<file path="src/rtl/rv_pkg.sv">
// Shared RV32I load/store definitions: funct3 codes, fault codes, LSU states
// and the request fault classifier.
package rv_pkg;

   localparam logic [2:0] F3_B  = 3'b000;
   localparam logic [2:0] F3_H  = 3'b001;
   localparam logic [2:0] F3_W  = 3'b010;
   localparam logic [2:0] F3_BU = 3'b100;
   localparam logic [2:0] F3_HU = 3'b101;

   localparam logic [1:0] FLT_NONE     = 2'd0;
   localparam logic [1:0] FLT_MISALIGN = 2'd1;
   localparam logic [1:0] FLT_ACCESS   = 2'd2;
   localparam logic [1:0] FLT_ILLEGAL  = 2'd3;

   typedef enum logic [1:0] {
      ST_IDLE      = 2'd0,
      ST_LOAD_WAIT = 2'd1,
      ST_RESP      = 2'd2
   } lsu_state_e;

   // Priority: illegal funct3, then misalignment, then region miss.
   function automatic logic [1:0] lsu_fault(input logic       we,
                                            input logic [2:0] funct3,
                                            input logic [1:0] offset,
                                            input logic       tag_ok);
      logic illegal;
      logic misalign;
      if (we) begin
         illegal = (funct3 > F3_W);
      end else begin
         illegal = (funct3 == 3'b011) || (funct3 == 3'b110) || (funct3 == 3'b111);
      end
      case (funct3)
         F3_H, F3_HU: misalign = offset[0];
         F3_W:        misalign = (offset != 2'b00);
         default:     misalign = 1'b0;
      endcase
      if (illegal) begin
         return FLT_ILLEGAL;
      end else if (misalign) begin
         return FLT_MISALIGN;
      end else if (!tag_ok) begin
         return FLT_ACCESS;
      end else begin
         return FLT_NONE;
      end
   endfunction

endpackage

</file>
<file path="src/rtl/rv_lsu_if.sv">
// Request/response handshake between the memory stage (master) and the LSU (slave).
interface rv_lsu_if;
   logic        req_valid;
   logic        req_ready;
   logic        req_we;
   logic [2:0]  req_funct3;
   logic [31:0] req_addr;
   logic [31:0] req_wdata;
   logic        rsp_valid;
   logic [31:0] rsp_rdata;
   logic [1:0]  rsp_fault;

   modport master (
      output req_valid, req_we, req_funct3, req_addr, req_wdata,
      input  req_ready, rsp_valid, rsp_rdata, rsp_fault
   );

   modport slave (
      input  req_valid, req_we, req_funct3, req_addr, req_wdata,
      output req_ready, rsp_valid, rsp_rdata, rsp_fault
   );
endinterface

</file>
<file path="src/rtl/rv_lsu_fmt.sv">
// Load-lane extraction and sign/zero extension of a 32-bit memory word.
module rv_lsu_fmt
   import rv_pkg::*;
(
   input  logic [31:0] q_i,
   input  logic [2:0]  funct3_i,
   input  logic [1:0]  offset_i,
   output logic [31:0] data_o
);

   logic [7:0]  byte_s;
   logic [15:0] half_s;

   always_comb begin
      byte_s = q_i[8*offset_i +: 8];
      half_s = offset_i[1] ? q_i[31:16] : q_i[15:0];
      case (funct3_i)
         F3_B:    data_o = {{24{byte_s[7]}}, byte_s};
         F3_BU:   data_o = {24'h00_0000, byte_s};
         F3_H:    data_o = {{16{half_s[15]}}, half_s};
         F3_HU:   data_o = {16'h0000, half_s};
         F3_W:    data_o = q_i;
         default: data_o = 32'h0000_0000;
      endcase
   end

endmodule

</file>
<file path="src/rtl/rv_lsu.sv">
// RV32I load/store unit: one request at a time to a 1-cycle synchronous dmem,
// returning formatted load data or a fault code as a registered response pulse.
module rv_lsu
   import rv_pkg::*;
#(
   parameter logic [8:0]  REGION_TAG = 9'h001,
   parameter int unsigned TAG_LSB    = 23
) (
   input  logic        clk,
   input  logic        rst,
   rv_lsu_if.slave     bus,
   output logic        dmem_en,
   output logic [31:0] dmem_addr,
   output logic [31:0] dmem_d,
   output logic [3:0]  dmem_we,
   input  logic [31:0] dmem_q
);

   lsu_state_e  state_q, state_d;
   logic        rsp_valid_q, rsp_valid_d;
   logic [31:0] rsp_rdata_q, rsp_rdata_d;
   logic [1:0]  rsp_fault_q, rsp_fault_d;
   logic [2:0]  f3_q, f3_d;
   logic [1:0]  off_q, off_d;

   logic        accept_s;
   logic        tag_ok_s;
   logic [1:0]  fault_s;
   logic [31:0] fmt_word_s;

   assign tag_ok_s      = (bus.req_addr[TAG_LSB +: 9] == REGION_TAG);
   assign fault_s       = lsu_fault(bus.req_we, bus.req_funct3, bus.req_addr[1:0], tag_ok_s);
   assign bus.req_ready = (state_q == ST_IDLE) && !rst;
   assign accept_s      = bus.req_valid && bus.req_ready;

   assign bus.rsp_valid = rsp_valid_q;
   assign bus.rsp_rdata = rsp_rdata_q;
   assign bus.rsp_fault = rsp_fault_q;

   rv_lsu_fmt u_fmt (
      .q_i      (dmem_q),
      .funct3_i (f3_q),
      .offset_i (off_q),
      .data_o   (fmt_word_s)
   );

   // State and response registers.
   always_ff @(posedge clk) begin
      if (rst) begin
         state_q     <= ST_IDLE;
         rsp_valid_q <= 1'b0;
         rsp_rdata_q <= 32'h0000_0000;
         rsp_fault_q <= FLT_NONE;
         f3_q        <= 3'b000;
         off_q       <= 2'b00;
      end else begin
         state_q     <= state_d;
         rsp_valid_q <= rsp_valid_d;
         rsp_rdata_q <= rsp_rdata_d;
         rsp_fault_q <= rsp_fault_d;
         f3_q        <= f3_d;
         off_q       <= off_d;
      end
   end

   // Next state; stores and faults answer next cycle, loads wait out dmem latency.
   always_comb begin
      state_d     = state_q;
      rsp_valid_d = 1'b0;
      rsp_rdata_d = rsp_rdata_q;
      rsp_fault_d = rsp_fault_q;
      f3_d        = f3_q;
      off_d       = off_q;
      case (state_q)
         ST_IDLE: begin
            if (accept_s && (bus.req_we || (fault_s != FLT_NONE))) begin
               state_d     = ST_RESP;
               rsp_valid_d = 1'b1;
               rsp_rdata_d = 32'h0000_0000;
               rsp_fault_d = fault_s;
            end else if (accept_s) begin
               state_d = ST_LOAD_WAIT;
               f3_d    = bus.req_funct3;
               off_d   = bus.req_addr[1:0];
            end else begin
               state_d = ST_IDLE;
            end
         end
         ST_LOAD_WAIT: begin
            state_d     = ST_RESP;
            rsp_valid_d = 1'b1;
            rsp_rdata_d = fmt_word_s;
            rsp_fault_d = FLT_NONE;
         end
         ST_RESP: state_d = ST_IDLE;
         default: state_d = ST_IDLE;
      endcase
   end

   // Combinational dmem drive in the accept cycle of a fault-free request.
   always_comb begin
      dmem_en   = 1'b0;
      dmem_we   = 4'b0000;
      dmem_d    = 32'h0000_0000;
      dmem_addr = {bus.req_addr[31:2], 2'b00};
      if (accept_s && (fault_s == FLT_NONE)) begin
         dmem_en = 1'b1;
         if (bus.req_we) begin
            case (bus.req_funct3)
               F3_B: begin
                  dmem_we = 4'b0001 << bus.req_addr[1:0];
                  dmem_d  = {4{bus.req_wdata[7:0]}};
               end
               F3_H: begin
                  dmem_we = bus.req_addr[1] ? 4'b1100 : 4'b0011;
                  dmem_d  = {2{bus.req_wdata[15:0]}};
               end
               F3_W: begin
                  dmem_we = 4'b1111;
                  dmem_d  = bus.req_wdata;
               end
               default: begin
                  dmem_we = 4'b0000;
                  dmem_d  = 32'h0000_0000;
               end
            endcase
         end else begin
            dmem_we = 4'b0000;
            dmem_d  = 32'h0000_0000;
         end
      end else begin
         dmem_en = 1'b0;
      end
   end

endmodule

</file>
<file path="src/flat_wrapper.sv">
// flat-port wrapper written by rule: the top's interface ports become plain ports
module rv_lsu_flat import rv_pkg::*;
#(
   parameter logic [8:0]  REGION_TAG = 9'h001,
   parameter int unsigned TAG_LSB    = 23
)
  (clk, rst, dmem_en, dmem_addr, dmem_d, dmem_we, dmem_q, bus_req_valid, bus_req_we, bus_req_funct3, bus_req_addr, bus_req_wdata, bus_req_ready, bus_rsp_valid, bus_rsp_rdata, bus_rsp_fault);
  rv_lsu_if bus_i ();
  input  logic clk;
  input  logic rst;
  output logic dmem_en;
  output logic [31:0] dmem_addr;
  output logic [31:0] dmem_d;
  output logic [3:0] dmem_we;
  input  logic [31:0] dmem_q;
  input wire logic [$bits(bus_i.req_valid)-1:0] bus_req_valid;
  input wire logic [$bits(bus_i.req_we)-1:0] bus_req_we;
  input wire logic [$bits(bus_i.req_funct3)-1:0] bus_req_funct3;
  input wire logic [$bits(bus_i.req_addr)-1:0] bus_req_addr;
  input wire logic [$bits(bus_i.req_wdata)-1:0] bus_req_wdata;
  output wire logic [$bits(bus_i.req_ready)-1:0] bus_req_ready;
  output wire logic [$bits(bus_i.rsp_valid)-1:0] bus_rsp_valid;
  output wire logic [$bits(bus_i.rsp_rdata)-1:0] bus_rsp_rdata;
  output wire logic [$bits(bus_i.rsp_fault)-1:0] bus_rsp_fault;
  assign bus_i.req_valid = bus_req_valid;
  assign bus_i.req_we = bus_req_we;
  assign bus_i.req_funct3 = bus_req_funct3;
  assign bus_i.req_addr = bus_req_addr;
  assign bus_i.req_wdata = bus_req_wdata;
  assign bus_req_ready = bus_i.req_ready;
  assign bus_rsp_valid = bus_i.rsp_valid;
  assign bus_rsp_rdata = bus_i.rsp_rdata;
  assign bus_rsp_fault = bus_i.rsp_fault;
  rv_lsu #(.REGION_TAG(REGION_TAG), .TAG_LSB(TAG_LSB)) u_core (.clk(clk), .rst(rst), .bus(bus_i), .dmem_en(dmem_en), .dmem_addr(dmem_addr), .dmem_d(dmem_d), .dmem_we(dmem_we), .dmem_q(dmem_q));
endmodule
</file>
<file path="config.mk">
export PLATFORM = sky130hd
export DESIGN_NAME = rv_lsu_flat
export DESIGN_NICKNAME = d
export VERILOG_FILES = /design/src/rtl/rv_pkg.sv /design/src/rtl/rv_lsu_if.sv /design/src/rtl/rv_lsu_fmt.sv /design/src/rtl/rv_lsu.sv /design/src/flat_wrapper.sv
export SDC_FILE = /design/constraint.sdc
export NUM_CORES = 1
export LEC_CHECK = 0
export ABC_AREA = 0
export BUFFER_PORTS_ARGS = -buffer_cell sky130_fd_sc_hd__buf_2
export CAP_MARGIN = 20
export CORE_MARGIN = 3
export CORE_UTILIZATION = 35
export DETAILED_ROUTE_END_ITERATION = 16
export GPL_ROUTABILITY_DRIVEN = 0
export PLACE_DENSITY = 0.77
export SYNTH_ARGS = -nofsm -noshare
export SYNTH_HDL_FRONTEND = slang
export SYNTH_SLANG_ARGS = --single-unit
export TNS_END_PERCENT = 30
</file>
<file path="constraint.sdc">
create_clock -name clk -period 1.9 [get_ports clk]
set_input_delay 0.19 -clock clk [delete_from_list [all_inputs] [get_ports clk]]
set_output_delay 0.19 -clock clk [all_outputs]
set_load 0.02 [all_outputs]
</file>
==> results of run 1 <==
-- cells by family (layout without fill, tap and decap cells) --
| family | count (synthesis) | after routing | share of synthesized area, % |
|---|---|---|---|
| AO/OA/AOI/OAI | 110 | 110 | 28.4 |
| buffers and inverters | 61 | 209 | 14.2 |
| flip-flops | 41 | 41 | 29.7 |
| other | 1 | 2 | 0.136 |
| AND/OR/NAND/NOR | 96 | 96 | 18.1 |
| multiplexers | 23 | 23 | 9.46 |
-- cells in the final DEF (no fill, tap or decap), drive strengths merged, types with 3 or more instances in the layout --
| master | synthesis | layout |
|---|---|---|
| nand2 | 27 | 27 |
| nand3 | 3 | 3 |
| nor2 | 31 | 31 |
| mux2i | 7 | 7 |
| a22oi | 8 | 8 |
| and2 | 10 | 10 |
| mux2 | 15 | 15 |
| a221o | 7 | 7 |
| clkbuf | 13 | 6 |
| clkinv | 1 | 3 |
| nor4 | 3 | 3 |
| a221oi | 7 | 7 |
| nor3 | 3 | 3 |
| o2bb2ai | 24 | 24 |
| a21oi | 50 | 50 |
| nor3b | 9 | 9 |
| buf | 45 | 198 |
| o21ai | 4 | 4 |
| nand2b | 4 | 4 |
| dfxtp | 41 | 41 |
-- metal layers --
metal  track usage (%)  share of wire (%)  vias to the layer above
met5                 0                  0                        -
met4              6.49                2.0                        0
met2              34.6                 50                      152
met3              5.58                9.1                       22
li1                  -                  -                     1478
met1              23.5                 39                     1407
-- final cells by class --
| class | instances | area share [%] |
|---|---|---|
| clock buffer | 6 | 1.97 |
| inverter | 3 | 0.268 |
| multi-input combinational | 231 | 43.6 |
| tap | 99 | 2.95 |
| timing repair buffer | 198 | 31.3 |
| clock inverter | 2 | 0.328 |
| sequential | 41 | 19.7 |
-- flip-flops by register name (all words and copies together), names as in the netlist --
name and count:
u_core.bus.rsp_fault 2, u_core.bus.rsp_rdata 32, u_core.bus.rsp_valid 1, u_core.f3_q 3, u_core.off_q 2, u_core.state_q 1
-- critical path, cell delays in order (launching register included) --
cell and delay, ns:
dfxtp_2 0.34, nor3_4 0.18, nand2_2 0.10, nor3_4 0.19, nand3_4 0.19, buf_4 0.22
a21oi_4 0.10, buf_2 0.17
-- power groups by stage --
stage	clock (uW)	sequential (uW)	combinational [uW]
final	588	867	391
after floorplan	0	893	276
after CTS	601	867	380
after detailed placement	0	887	374
after global routing	628	868	425
after global placement	0	887	367
-- metrics by stage --
step / total power (uW) / std cells
2_1_floorplan: 1170 / 333
3_3_place_gp: 1250 / 568
3_5_place_dp: 1260 / 568
4_1_cts: 1850 / 578
5_1_grt: 1920 / 580
6_report: 1850 / 580
-- synthesized netlist by cell type (2+ instances only) --
library cell	instances
buf_2	8
nand3_1	2
and2_1	10
mux2i_1	7
nand2_1	27
o21bai_1	2
nand2b_1	4
nor2_1	31
mux2_2	15
a211oi_1	2
o21ai_0	4
a221o_2	5
inv_1	2
clkbuf_1	12
a221oi_1	7
a221o_1	2
dfxtp_1	41
a21oi_1	50
buf_4	34
a22oi_1	8
nor3b_1	9
nor3_2	2
o2bb2ai_1	24
buf_6	3
nor4_1	2
-- timing repair --
action | 4_1_cts | 5_1_grt
buffers inserted | 2 | 2
setup endpoints to repair | 42 | 47
pin swaps | 11 | 7
hold buffers | 0 | 0
gates resized for setup | 55 | 18
hold endpoints to repair | 0 | 0
-- worst max path at each step --
| stage | cells past startpoint | slack, ns | from | end |
|---|---|---|---|---|
| global placement | 8 | -0.01 | bus_req_addr[25] | dmem_d[13] |
| CTS | 7 | -0.10 | u_core.state_q[0] | dmem_d[29] |
| floorplan | 6 | -0.03 | u_core.bus.rsp_valid | dmem_we[1] |
| detailed placement | 8 | -0.08 | bus_req_funct3[2] | dmem_d[10] |
| global route | 7 | -0.15 | u_core.state_q[0] | dmem_d[29] |
| finish | 7 | -0.06 | u_core.state_q[0] | dmem_d[29] |
==> reports/qor.csv, run 1 <==
metric;value;unit
post-route minimum period;1.96;ns
Avg Cell Area, Syn;8.33;um2
startpoint types;flip-flop;
maxcap violations;0;
Worst-Skew Late Latency;0.29;ns
vias in the first global route;2965;
Reg2Reg Depth;5;
1st-iter DRT viols;117;
ANT cells;0;
CP required;1.71;ns
final core occ;56.3;%
initial antenna violation count;0;
row cnt;31;
Max Buffers Root-to-Sink;2;
Critical Path Sink Type;primary output;
EDFF count, synth;0;
Hold Crit Start;dmem_q[5];
RR Startpoint;u_core.off_q[1];
clock root buffer;clkbuf_8;
Mapped Cells;332;
WL final;9270;um
Area after DPL;3830;um2
Place WS;-0.0795;ns
DR vias/cell;5.27;
DRC Markers;0;
Top-Level Pins;208;
Slew headroom;40.5;%
Seq/Total Area, Yosys;29.7;%
final worst-path cycle share;103;%
clk_skew;0.00938;ns
1st-pass router iterations;4;
setup TNS;-0.394;ns
Seq cells post-synth;41;
Hold Path Class;in2reg;
Routed WL per cell;16.0;um
Hold Crit Depth;2;
Sw Ratio;28.2;%
post-synth top area share;29.7;%
Comb power frac;21.2;%
Synth area leaders;dfxtp_1, buf_4, a21oi_1;
CTS tree;done;
gr ovfl total;0;
CTS clock-pin slew for the worst setup and hold paths;0.07;ns
PD cells;440;nW/um2
die height;94.9;um
Starting Density;37.1;%
RSZ-0062 raised after global routing;yes;
Yosys warnings;0;
filler cell count in the final layout;680;
area of the multi-input gates;1830;um2
final-report max-slew violation count;0;
worst r2r dst;u_core.bus.rsp_rdata[18];
dominant synthesized flop cell;dfxtp_1;
Crit Path Class;reg2out;
post-synth top area cell;dfxtp_1;
status;finished, violations left;
H-tree Lvls;2;
synthesis-to-finish area growth;51.7;%
hold_ws;0.129;ns
Sequential Area;825;um2
Final Hold Vio Count;0;
flop-to-flop setup slack;0.03;ns
number of CTS-inserted buffers;5;
nets;583;
post-synthesis cell type count;44;
switching power total;520;uW
Lkg Pwr;0.00181;uW
via count;3059;
largest net degree at the start of global routing;33;
Int Power;1330;uW
post-synthesis async set-or-reset flop share;0;%
Die ar.;9000;um2
Worst IR Drop VDD;240;uV
Crit Path Max Fanout;8;
# clock sinks;41;
Final HPWL DP;7190;um
Fmax;511;MHz
GR Util All Layers;19.9;%
Final WS setup;-0.0568;ns
Worst Path Arrival;1.77;ns
Reg power frac;47.0;%
number of port buffers;163;
failing checks;setup timing;
Hold Path Sink;u_core.bus.rsp_rdata[5];
Cell Area, Synth;2770;um2
Setup Viol. Count Final;16;
post-route cell area;4200;um2
share of layout cells above drive strength 1;55.5;%
Die Width;94.9;um
DRT antenna net count;0;
Worst-Margin Slew;0.892;ns
Placeable Area;7450;um2
Clock power frac;31.9;%
first-pass GRT wire length;14300;um
No activity file was read; power rests on OpenSTA's default activity.
==> run 2, diff against run 1 <==
--- a/config.mk
+++ b/config.mk
@@ -12,7 +12,7 @@
 export CORE_UTILIZATION = 35
 export DETAILED_ROUTE_END_ITERATION = 16
 export GPL_ROUTABILITY_DRIVEN = 0
-export PLACE_DENSITY = 0.77
+export PLACE_DENSITY = 0.74
 export SYNTH_ARGS = -nofsm -noshare
 export SYNTH_HDL_FRONTEND = slang
 export SYNTH_SLANG_ARGS = --single-unit
==> constraint.sdc (replaced) <==
create_clock -name clk -period 2.07 [get_ports clk]
set_input_delay 0.207 -clock clk [delete_from_list [all_inputs] [get_ports clk]]
set_output_delay 0.207 -clock clk [all_outputs]
set_load 0.02 [all_outputs]
==> reports/qor.csv, run 2 (synthesis results as in run 1) <==
metric;value;unit;change
status;finished, final reports clean;;
Reg power frac;49.3;%;+2.3 points
first-pass GRT wire length;13000;um;-9.5%
Int Power;1160;uW;-12%
final worst-path cycle share;95.1;%;
Critical Path Sink Type;primary output;;
CP required;1.86;ns;+0.15 ns
Worst Path Arrival;1.76;ns;about the same
nets;565;;-3.1%
synthesis-to-finish area growth;32.8;%;
DRT antenna net count;0;;unchanged
DRC Markers;0;;unchanged
Worst IR Drop VDD;203;uV;-16%
largest net degree at the start of global routing;33;;unchanged
Slew headroom;42.9;%;+2.4 points
1st-pass router iterations;4;;unchanged
1st-iter DRT viols;82;;-30%
Final HPWL DP;6920;um;-3.8%
switching power total;451;uW;-13%
Routed WL per cell;15.2;um;-4.7%
Placeable Area;7450;um2;unchanged
clock root buffer;clkbuf_8;;
commonest cells after routing, fill and taps aside;buf_2, dfxtp_1, a21oi_1, nand2_1, o2bb2ai_1;;
Comb power frac;19.7;%;-1.5 points
Setup Viol. Count Final;0;;-16
Worst-Margin Slew;0.856;ns;-0.0361 ns
Crit Path Max Fanout;28;;+20
DR vias/cell;5.32;;+0.91%
number of CTS-inserted buffers;5;;unchanged
Die Width;94.9;um;unchanged
Fmax;508;MHz;
die height;94.9;um;unchanged
H-tree Lvls;2;;unchanged
number of port buffers;163;;unchanged
ANT cells;0;;unchanged
clk_skew;0.00605;ns;-0.00333 ns
gr ovfl total;0;;unchanged
Top-Level Pins;208;;unchanged
Die ar.;9000;um2;unchanged
Starting Density;37.1;%;unchanged
Hold Path Class;in2reg;;
CTS clock-pin slew for the worst setup and hold paths;0.07;ns;about the same
Crit Path Class;reg2out;;
post-route minimum period;1.97;ns;
Clock power frac;31.0;%;-0.9 points
setup TNS;0;ns;+0.394 ns
row cnt;31;;unchanged
WL final;8560;um;-7.7%
Final Hold Vio Count;0;;unchanged
Lkg Pwr;0.00168;uW;-7.5%
Max Buffers Root-to-Sink;2;;unchanged
vias in the first global route;2772;;-6.5%
final-report max-slew violation count;0;;unchanged
# clock sinks;41;;unchanged
Worst-Skew Late Latency;0.29;ns;about the same
GR Util All Layers;17.7;%;-2.2 points
most common cell after layout, fill and taps aside;buf_2;;
Sw Ratio;27.9;%;-0.29 points
final core occ;49.3;%;-7.0 points
placed insts;553;;-2.6%
PD cells;440;nW/um2;about the same
CTS tree;done;;
initial antenna violation count;0;;unchanged
final std cells w/o fill;562;;-3.1%
via count;2991;;-2.2%
share of layout cells above drive strength 1;52.3;%;-3.2 points
Largest register FFs;32;;unchanged
startpoint types;flip-flop;;
total power;1620;uW;-13%
maxcap violations;0;;unchanged
## run 2: changes by cell type in the layout (fill, tap and decap cells not counted), sizes merged
cell and delta:
buf -18
## run 2: power groups by stage
| stage | Clock [uW] | Sequential (uW) | Combinational [uW] |
|---|---|---|---|
| 2_1_floorplan | 0 | 819 | 238 |
| 3_3_place_gp | 0 | 814 | 308 |
| 3_5_place_dp | 0 | 815 | 314 |
| 4_1_cts | 509 | 796 | 315 |
| 5_1_grt | 540 | 797 | 347 |
| 6_report | 501 | 796 | 318 |
## run 2: through the flow
step / setup slack, ns / hold slack, ns / cell area (um2)
6_report: 0.102 / 0.144 / 3670
3_5_place_dp: 0.0190 / 0.414 / 3550
3_3_place_gp: 0.129 / 0.414 / 3550
2_1_floorplan: 0.0208 / 0.345 / 2850
4_1_cts: 0.0155 / 0.140 / 3640
5_1_grt: -0.00576 / 0.141 / 3670
## run 2: final timing paths
kind,from,end,slack (ns),depth (start not counted)
worst max register to register,u_core.f3_q[0],u_core.bus.rsp_rdata[6],0.21,5
worst min-delay path,dmem_q[0],u_core.bus.rsp_rdata[0],0.14,2
worst max-delay path,u_core.bus.rsp_valid,dmem_d[11],0.10,7
worst min register to register,u_core.bus.rsp_rdata[29],u_core.bus.rsp_rdata[29],0.47,1
## run 2: what timing repair did
action | 4_1_cts | 5_1_grt
resized for setup | 2 | 8
setup endpoints to repair | 13 | 42
pin swaps | 0 | 2
hold buffers | 0 | 0
hold endpoints to repair | 0 | 0
buffers inserted | 0 | 1
## run 2: layer usage
layer | vias up | track usage, % | part of all wire, %
li1 | 1440 | - | -
met1 | 1389 | 21.3 | 40
met2 | 150 | 32.2 | 50
met3 | 12 | 3.67 | 8.6
met4 | 0 | 4.09 | 1.1
met5 | - | 0 | 0
## run 2: area by class of cell
class,instances,area [um2]
Timing Repair Buffer,180,978
Clock inverter,2,10.0
Clock buffer,6,72.6
Multi-Input combinational cell,231,1650
Tap cell,99,124
Fill cell,721,3770
Sequential cell,41,822
Inverter,3,11.3
## run 2: critical path: stages, from the launching register on
cell and delay (ns):
dfxtp_2 0.35, nor3_4 0.21, nand2_2 0.11, nor3_4 0.17
nand3_2 0.12, buf_12 0.19, a21oi_1 0.15, buf_4 0.16
